### src/rtl/load_store_unit.sv
// Load/store unit: converts RV32I LB/LH/LW/LBU/LHU/SB/SH/SW requests into
// whole-word accesses on a word-addressed data memory. Sub-word stores are
// done as read-modify-write; sub-word loads are extracted and extended.
// Misaligned or illegal requests are answered with an error and never
// reach the memory.
//
// Handshakes:
//   core side : a request is taken on the rising edge where
//               req_valid && req_ready; req_ready is high only in IDLE and
//               never during reset. The answer is a single-cycle
//               resp_valid pulse with no backpressure.
//   memory    : mem_out_valid / mem_in_valid are held from issue until the
//               matching *_ready pulse is seen and drop on that same edge,
//               so each request makes exactly one memory access. The two
//               valids are never high together.
module load_store_unit (
    input  logic        clk,
    input  logic        reset,
    input  logic        req_valid,
    output logic        req_ready,
    input  logic        req_write,
    input  logic [2:0]  req_funct3,
    input  logic [31:0] req_addr,
    input  logic [31:0] req_wdata,
    output logic        resp_valid,
    output logic [31:0] resp_rdata,
    output logic        resp_error,
    output logic [31:0] mem_in_addr,
    output logic [31:0] mem_in_data,
    output logic        mem_in_valid,
    input  logic        mem_in_ready,
    output logic [31:0] mem_out_addr,
    output logic        mem_out_valid,
    input  logic [31:0] mem_out_data,
    input  logic        mem_out_ready,
    output logic [1:0]  dbg_state
);

    typedef enum logic [1:0] {
        IDLE  = 2'd0,
        READ  = 2'd1,
        WRITE = 2'd2,
        RESP  = 2'd3
    } state_t;

    localparam logic [2:0] F3_B  = 3'b000;
    localparam logic [2:0] F3_H  = 3'b001;
    localparam logic [2:0] F3_W  = 3'b010;
    localparam logic [2:0] F3_BU = 3'b100;
    localparam logic [2:0] F3_HU = 3'b101;

    state_t      state;
    logic        write_q;
    logic [2:0]  funct3_q;
    logic [1:0]  lane_q;
    logic [15:0] wdata_q;

    logic        req_illegal;
    logic        req_misaligned;
    logic        req_error;
    logic        req_is_sw;

    // Extract the addressed byte/halfword from a memory word and extend it.
    function automatic logic [31:0] extract(input logic [31:0] word,
                                            input logic [2:0]  f3,
                                            input logic [1:0]  lane);
        logic [7:0]  b;
        logic [15:0] h;
        logic [31:0] r;
        case (lane)
            2'd0:    b = word[7:0];
            2'd1:    b = word[15:8];
            2'd2:    b = word[23:16];
            default: b = word[31:24];
        endcase
        h = lane[1] ? word[31:16] : word[15:0];
        case (f3)
            F3_B:    r = {{24{b[7]}}, b};
            F3_H:    r = {{16{h[15]}}, h};
            F3_BU:   r = {24'd0, b};
            F3_HU:   r = {16'd0, h};
            default: r = word;
        endcase
        return r;
    endfunction

    // Replace the addressed byte/halfword of the read word with store data.
    function automatic logic [31:0] merge(input logic [31:0] word,
                                          input logic [2:0]  f3,
                                          input logic [1:0]  lane,
                                          input logic [15:0] wd);
        logic [31:0] r;
        r = word;
        if (f3 == F3_B) begin
            case (lane)
                2'd0:    r[7:0]   = wd[7:0];
                2'd1:    r[15:8]  = wd[7:0];
                2'd2:    r[23:16] = wd[7:0];
                default: r[31:24] = wd[7:0];
            endcase
        end else if (f3 == F3_H) begin
            if (lane[1]) r[31:16] = wd;
            else         r[15:0]  = wd;
        end
        return r;
    endfunction

    // Classify the incoming request; the result is acted on at the same
    // edge that latches it, so no extra decode cycle is needed.
    always_comb begin
        req_illegal    = 1'b0;
        req_misaligned = 1'b0;
        case (req_funct3)
            F3_B, F3_H, F3_W: req_illegal = 1'b0;
            F3_BU, F3_HU:     req_illegal = req_write;
            default:          req_illegal = 1'b1;
        endcase
        case (req_funct3)
            F3_H, F3_HU: req_misaligned = req_addr[0];
            F3_W:        req_misaligned = (req_addr[1:0] != 2'b00);
            default:     req_misaligned = 1'b0;
        endcase
        req_error = req_illegal || req_misaligned;
        req_is_sw = req_write && (req_funct3 == F3_W);
    end

    assign req_ready = (state == IDLE) && !reset;
    assign dbg_state = state;

    // Main control FSM with registered memory and response outputs.
    always_ff @(posedge clk) begin
        if (reset) begin
            state         <= IDLE;
            write_q       <= 1'b0;
            funct3_q      <= 3'd0;
            lane_q        <= 2'd0;
            wdata_q       <= 16'd0;
            resp_valid    <= 1'b0;
            resp_rdata    <= 32'd0;
            resp_error    <= 1'b0;
            mem_in_addr   <= 32'd0;
            mem_in_data   <= 32'd0;
            mem_in_valid  <= 1'b0;
            mem_out_addr  <= 32'd0;
            mem_out_valid <= 1'b0;
        end else begin
            case (state)
                IDLE: begin
                    if (req_valid) begin
                        write_q      <= req_write;
                        funct3_q     <= req_funct3;
                        lane_q       <= req_addr[1:0];
                        wdata_q      <= req_wdata[15:0];
                        mem_in_addr  <= {req_addr[31:2], 2'b00};
                        mem_out_addr <= {req_addr[31:2], 2'b00};
                        resp_rdata   <= 32'd0;
                        resp_error   <= 1'b0;
                        if (req_error) begin
                            // Errors skip memory entirely.
                            resp_error <= 1'b1;
                            resp_valid <= 1'b1;
                            state      <= RESP;
                        end else if (req_is_sw) begin
                            mem_in_data  <= req_wdata;
                            mem_in_valid <= 1'b1;
                            state        <= WRITE;
                        end else begin
                            // Loads and sub-word stores both start with a read.
                            mem_out_valid <= 1'b1;
                            state         <= READ;
                        end
                    end
                end
                READ: begin
                    if (mem_out_ready) begin
                        mem_out_valid <= 1'b0;
                        if (write_q) begin
                            mem_in_data  <= merge(mem_out_data, funct3_q, lane_q, wdata_q);
                            mem_in_valid <= 1'b1;
                            state        <= WRITE;
                        end else begin
                            resp_rdata <= extract(mem_out_data, funct3_q, lane_q);
                            resp_valid <= 1'b1;
                            state      <= RESP;
                        end
                    end
                end
                WRITE: begin
                    if (mem_in_ready) begin
                        mem_in_valid <= 1'b0;
                        resp_valid   <= 1'b1;
                        state        <= RESP;
                    end
                end
                RESP: begin
                    resp_valid <= 1'b0;
                    resp_error <= 1'b0;
                    state      <= IDLE;
                end
                default: state <= IDLE;
            endcase
        end
    end

endmodule
### config.mk
export PLATFORM = sky130hd
export DESIGN_NAME = load_store_unit
export DESIGN_NICKNAME = d
export VERILOG_FILES = /design/src/rtl/load_store_unit.sv
export SDC_FILE = /design/constraint.sdc
export NUM_CORES = 1
export LEC_CHECK = 0
export BUFFER_PORTS_ARGS = -buffer_cell sky130_fd_sc_hd__buf_2
export CAP_MARGIN = 30
export CORE_MARGIN = 10
export CORE_UTILIZATION = 31
export DETAILED_ROUTE_END_ITERATION = 10
export HOLD_SLACK_MARGIN = 0.05
export SYNTH_ARGS = -nofsm -noshare
export SYNTH_HDL_FRONTEND = slang
export SYNTH_SLANG_ARGS = --single-unit
### constraint.sdc
create_clock -name clk -period 2.2 [get_ports clk]
set_clock_uncertainty 0.15 [all_clocks]
set_input_delay 0.11 -clock clk [delete_from_list [all_inputs] [get_ports clk]]
set_output_delay 0.11 -clock clk [all_outputs]
set_load 0.05 [all_outputs]
# Word-level counts from Yosys, hierarchy flattened
# Cells that the tools add are included.
# totals
word_cells	108
reg_bits	122
in_bits	105
# classes
muxes	51
eq_ne	21
reduce_logical	24
# ops
cell	count
32-bit two-way mux	10
32-bit case mux with 2 select lines	2
32-bit case mux with 4 select lines	1
16-bit two-way mux	3
8-bit two-way mux	4
8-bit case mux with 3 select lines	1
1-bit two-way mux	18
2-bit inequality test (second input constant)	9
3-bit == test (second input constant)	4
2-bit two-way mux	5
5-bit AND reduction	2
1-bit case mux with 2 select lines	4
2-bit case mux with 4 select lines	1
7-bit AND reduction	1
2-bit == test (second input constant)	3
3-bit by 1-bit == test with 1-bit output (second input constant)	2
3-bit zero test	2
6-bit AND reduction	1
2-bit nonzero test	3
3-bit OR reduction	2
2-bit by 1-bit == test with 1-bit output (second input constant)	2
2-bit zero test	2
1-bit case mux with 4 select lines	1
2-bit AND reduction	2
other kinds (9)	11

# Depth between registers and ports, before layout
# depth
depth_word	7
ltp_mapped	10

# Least setup slack after synthesis
# OpenSTA, ideal clock, no wires.
# synth_timing
kind	flip-flop to flip-flop
from	reg state[0], in the netlist dbg_state[0]
to	reg resp_rdata[20]
setup_slack_ns	-0.389
arrival_ns	2.322
required_time_ns	1.933
setup_time_ns	0.117
path_buffers	3
path_stages_with_launch	10
cell_sequence	dfxtp_1 inv_1 ha_1 nor2b_1 a211o_1 clkbuf_1 nor2b_1 clkbuf_1 clkbuf_1 a22o_1
# synth_between
elab_chain_len	3
word_cells_on_any_way	8
classes_between	4 x eq/ne; 1 x mux; 3 x reduce/logical
# synth_lines
element	line_no	rtl
start, declared	52	state_t state;
start signal, assigned	133	state <= IDLE;
start signal, assigned	162	state <= RESP;
start signal, assigned	166	state <= WRITE;
2-bit by 1-bit == test with 1-bit output or 2-bit zero test (tied branches)	147	case (state)
2-bit inequality test (no source line) or 2-bit nonzero test (tied branches)	--	
4-bit AND reduction (no source line)	--	
end signal, assigned	182	resp_rdata <= extract(mem_out_data, funct3_q, lane_q);
end, declared	26	output logic [31:0] resp_rdata,
# Several ways; a longest one is shown, not always the timed one.
# A chain may end at the register's enable or synchronous reset.

# Final worst setup path
# layout_timing
from	reg state[0], in the netlist dbg_state[0]
to	reg mem_in_data[4]
# layout_between
elab_chain_len	3
word_cells_on_any_way	10
classes_between	6 x eq/ne; 1 x mux; 3 x reduce/logical
# layout_lines
element	line_no	rtl
2-bit by 1-bit == test with 1-bit output or 2-bit zero test (tied branches)	147	
2-bit inequality test (no source line) or 2-bit nonzero test (tied branches)	--	
6-bit AND reduction (no source line)	--	
end signal, assigned	164	mem_in_data <= req_wdata;
end signal, assigned	178	mem_in_data <= merge(mem_out_data, funct3_q, lane_q, wdata_q);
end, declared	29	output logic [31:0] mem_in_data,
# Several ways; a longest one is shown, not always the timed one.

==> impl_metrics.csv <==
group,metric,value,unit
status,status,"completed",
cts,root_buffer,"clkbuf_16",
global_route,gr-total-overflow,0,
floorplan,start_util,0.315,
worst_setup_path,arrival,2.29,ns
synth,synth_top_area_frac,0.385,
drt,firstDrtPassIters,5,
cts,cts_tree,"built",
timing,finalSetupTns,0,ns
drt,wirelength,25200,µm
worst_setup_path,crit_chain,"inv_1 -> ha_2 -> nor2_1 -> a21oi_1 -> a21oi_2 -> a22o_1",
worst_setup_path,endpoint,"mem_in_data[4]",
power,leakagePower,4.08,nW
synth,yosysWarnings,0,
synth,async_reset_ff_frac,0,
worst_setup_path,crit_start,"dbg_state[0]",
worst_setup_path,cp.required,2.41,ns
worst_setup_path,r2r_end,"mem_in_data[4]",
floorplan,fp.dieH,163,µm
worst_setup_path,r2r_slack,0.12,ns
floorplan,die-width,163,µm
worst_setup_path,crit_slowest_cell,"a21oi_2",
worst_setup_path,timing.rr.start,"dbg_state[0]",
floorplan,io_pins,240,
global_route,antenna_found_initial,0,
timing,drv_slew,0,
timing,hold_viol_final,0,
final_layout,area_growth,48.0,%
synth,synth_cell_types,52,
timing,max_slew_margin,0.443,
synth,syn_area,6350,µm²
timing,fmax,0.480,GHz
timing,rsz0062_at_grt,"true",
timing,worst-slew-pin-transition,0.836,ns
floorplan,coreArea,20200,µm²
final_layout,drive_gt1_frac,0.306,
cts,cts_max_level,4,
final_layout,layout_common_cells,"buf_2, nand2_1, dfxtp_1",
worst_setup_path,end_kind,"register",
drt,ant_nets,0,
synth,yosys_most_used_dff,"dfxtp_1",
power,ir_drop,831,µV
cts,post_cts_buffers,0,
drt,drc,0,
power,powerDensity,1280,nW/µm²
placed_design,hpwlAfterDp,17800,µm
synth,synth_area_leaders,"dfxtp_1, nand2_1, a21oi_1",
final_layout,diodes,0,
placed_design,port_buffers,235,
hold_path,hold_path.class,"in -> reg",
final_layout,fin_util,0.466,
drt,vias,6947,
global_route,grt_pass1_vias,7021,
synth,synth_cells,793,
synth,seq_area_frac_synth,0.385,
synth,ys_ff_latch,122,
cts,cts_buffers,17,
cts,clk_pin_slew,0.06,ns
floorplan,dieArea,26600,µm²
floorplan,row_count,52,
placed_design,place_congestion,0.879,
final_layout,final_common_cell,"buf_2",
drt,wl_per_cell,18.5,µm
synth,synth_area_leader_cell,"dfxtp_1",
worst_setup_path,ff2ff_path_depth,6,
synth,synth_edf_count,0,
drt,routed_via_density,5.09,
global_route,grt_usage,0.183,
timing,period_share,0.948,
global_route,grt_pass1_wl,39200,µm
timing,setup_violations,0,
synth,avgSynthCellArea,8.01,µm²
timing,fin_crit,2.08,ns
cts,insertion_delay,0.42,ns
flow_run,max_cap_viol_count,0,
worst_setup_path,crit_type,"reg -> reg",
cts,cts.sinks,122,
worst_setup_path,crit_fanout,16,
drt,drtIter0Drc,543,
global_route,grt_max_degree,63,
cts,cts.path.max_buffers,2,
final_layout,fin_nets,1193,
worst_setup_path,critPathLaunchType,"register",
worst_setup_path,slowest_delay,0.67,ns
[stage by stage]
step                hold slack, ns  setup WS (ns)  std cells  power (mW)  area, µm²
floorplan                   0.0765         0.0264        796        7.37       6390
global placement             0.200         0.0711       1232        8.99       7730
detailed placement           0.207         0.0242       1232        9.03       7730
CTS                          0.121        0.00474       1365        12.1       9380
global route                 0.163        -0.0329       1365        12.7       9400
finish                       0.137          0.115       1365        12.1       9400
[synth_stat cells, drive strengths merged, types with 4 or more instances]
cell    count
a31oi      18
nor2b      11
dfxtp     122
inv         6
nand3      19
o22ai       7
o221ai     15
or3         4
a21oi      96
o21a        8
mux2i       4
buf        52
o21ai      45
ha          4
a32o        8
nand2b     42
clkbuf     57
a311oi     16
mux2       15
a211oi      9
nand2     150
nor2       10
a22o       32
and3       10
a211o       8
[logic make-up after synthesis]
family / after synthesis / share of synthesized area
compound gates: 272 / 0.283
fa+ha+maj: 4 / 0.00788
buf+inv: 115 / 0.0950
flops: 122 / 0.385
mux: 20 / 0.0365
other cells: 1 / 0.000591
simple gates: 259 / 0.192
[power breakdown]
group	internal [mW]	total, mW	switching [mW]	leakage (nW)
logic	2.01	6.13	4.12	2.78
clock network	1.90	2.90	1.00	0.305
registers	2.69	3.03	0.340	0.998
[what timing repair did]
item | in CTS | in global routing
hold buffers | 103 | 0
gates resized for setup | 0 | 5
endpoints found under the setup margin | 0 | 32
hold endpoints to repair | 118 | 0
[worst max-delay path: cells and delay by family (launching register included)]
kind | cells | cell delay (ns)
flops | 1 | 0.37
simple gates | 1 | 0.14
buf+inv | 1 | 0.07
compound gates | 3 | 1.03
fa+ha+maj | 1 | 0.27
[cell type report]
cell class,count,area (µm²)
multi-input combinational,559,3330
tap,270,338
fill,1984,10800
sequential,122,2450
clock inverter,6,82.6
clock buffer,24,533
inverter,6,22.5
timing repair buffer,378,2640
[flip-flops by register name, indices dropped and copies added, names as in the netlist]
name,count
mem_in_data,32
mem_in_addr,30
mem_out_valid,1
wdata_q,16
resp_rdata,32
funct3_q,3
write_q,1
mem_in_valid,1
resp_error,1
resp_valid,1
dbg_state,2
lane_q,2
[how the worst min path moves through the flow]
| stage | start | end | slack (ns) | depth (start not counted) |
|---|---|---|---|---|
| 6_report | mem_in_ready | dbg_state[0] | 0.14 | 6 |
| 5_1_grt | mem_in_ready | dbg_state[1] | 0.16 | 5 |
| 4_1_cts | mem_in_ready | dbg_state[0] | 0.12 | 6 |
| 3_5_place_dp | req_addr[14] | mem_in_addr[14] | 0.21 | 3 |
| 3_3_place_gp | req_addr[25] | mem_in_addr[25] | 0.20 | 3 |
| 2_1_floorplan | mem_out_ready | mem_out_valid | 0.08 | 1 |
[metal layers]
layer,part of all wire,vias up,wire [µm],global-route usage
met5,0,-,0,0
met4,0.021,0,531,0.0607
met3,0.082,39,2060,0.0546
met2,0.48,289,12200,0.302
met1,0.41,3243,10400,0.224
li1,-,3376,-,-
Note: power is estimated with default switching activity, not from simulation.
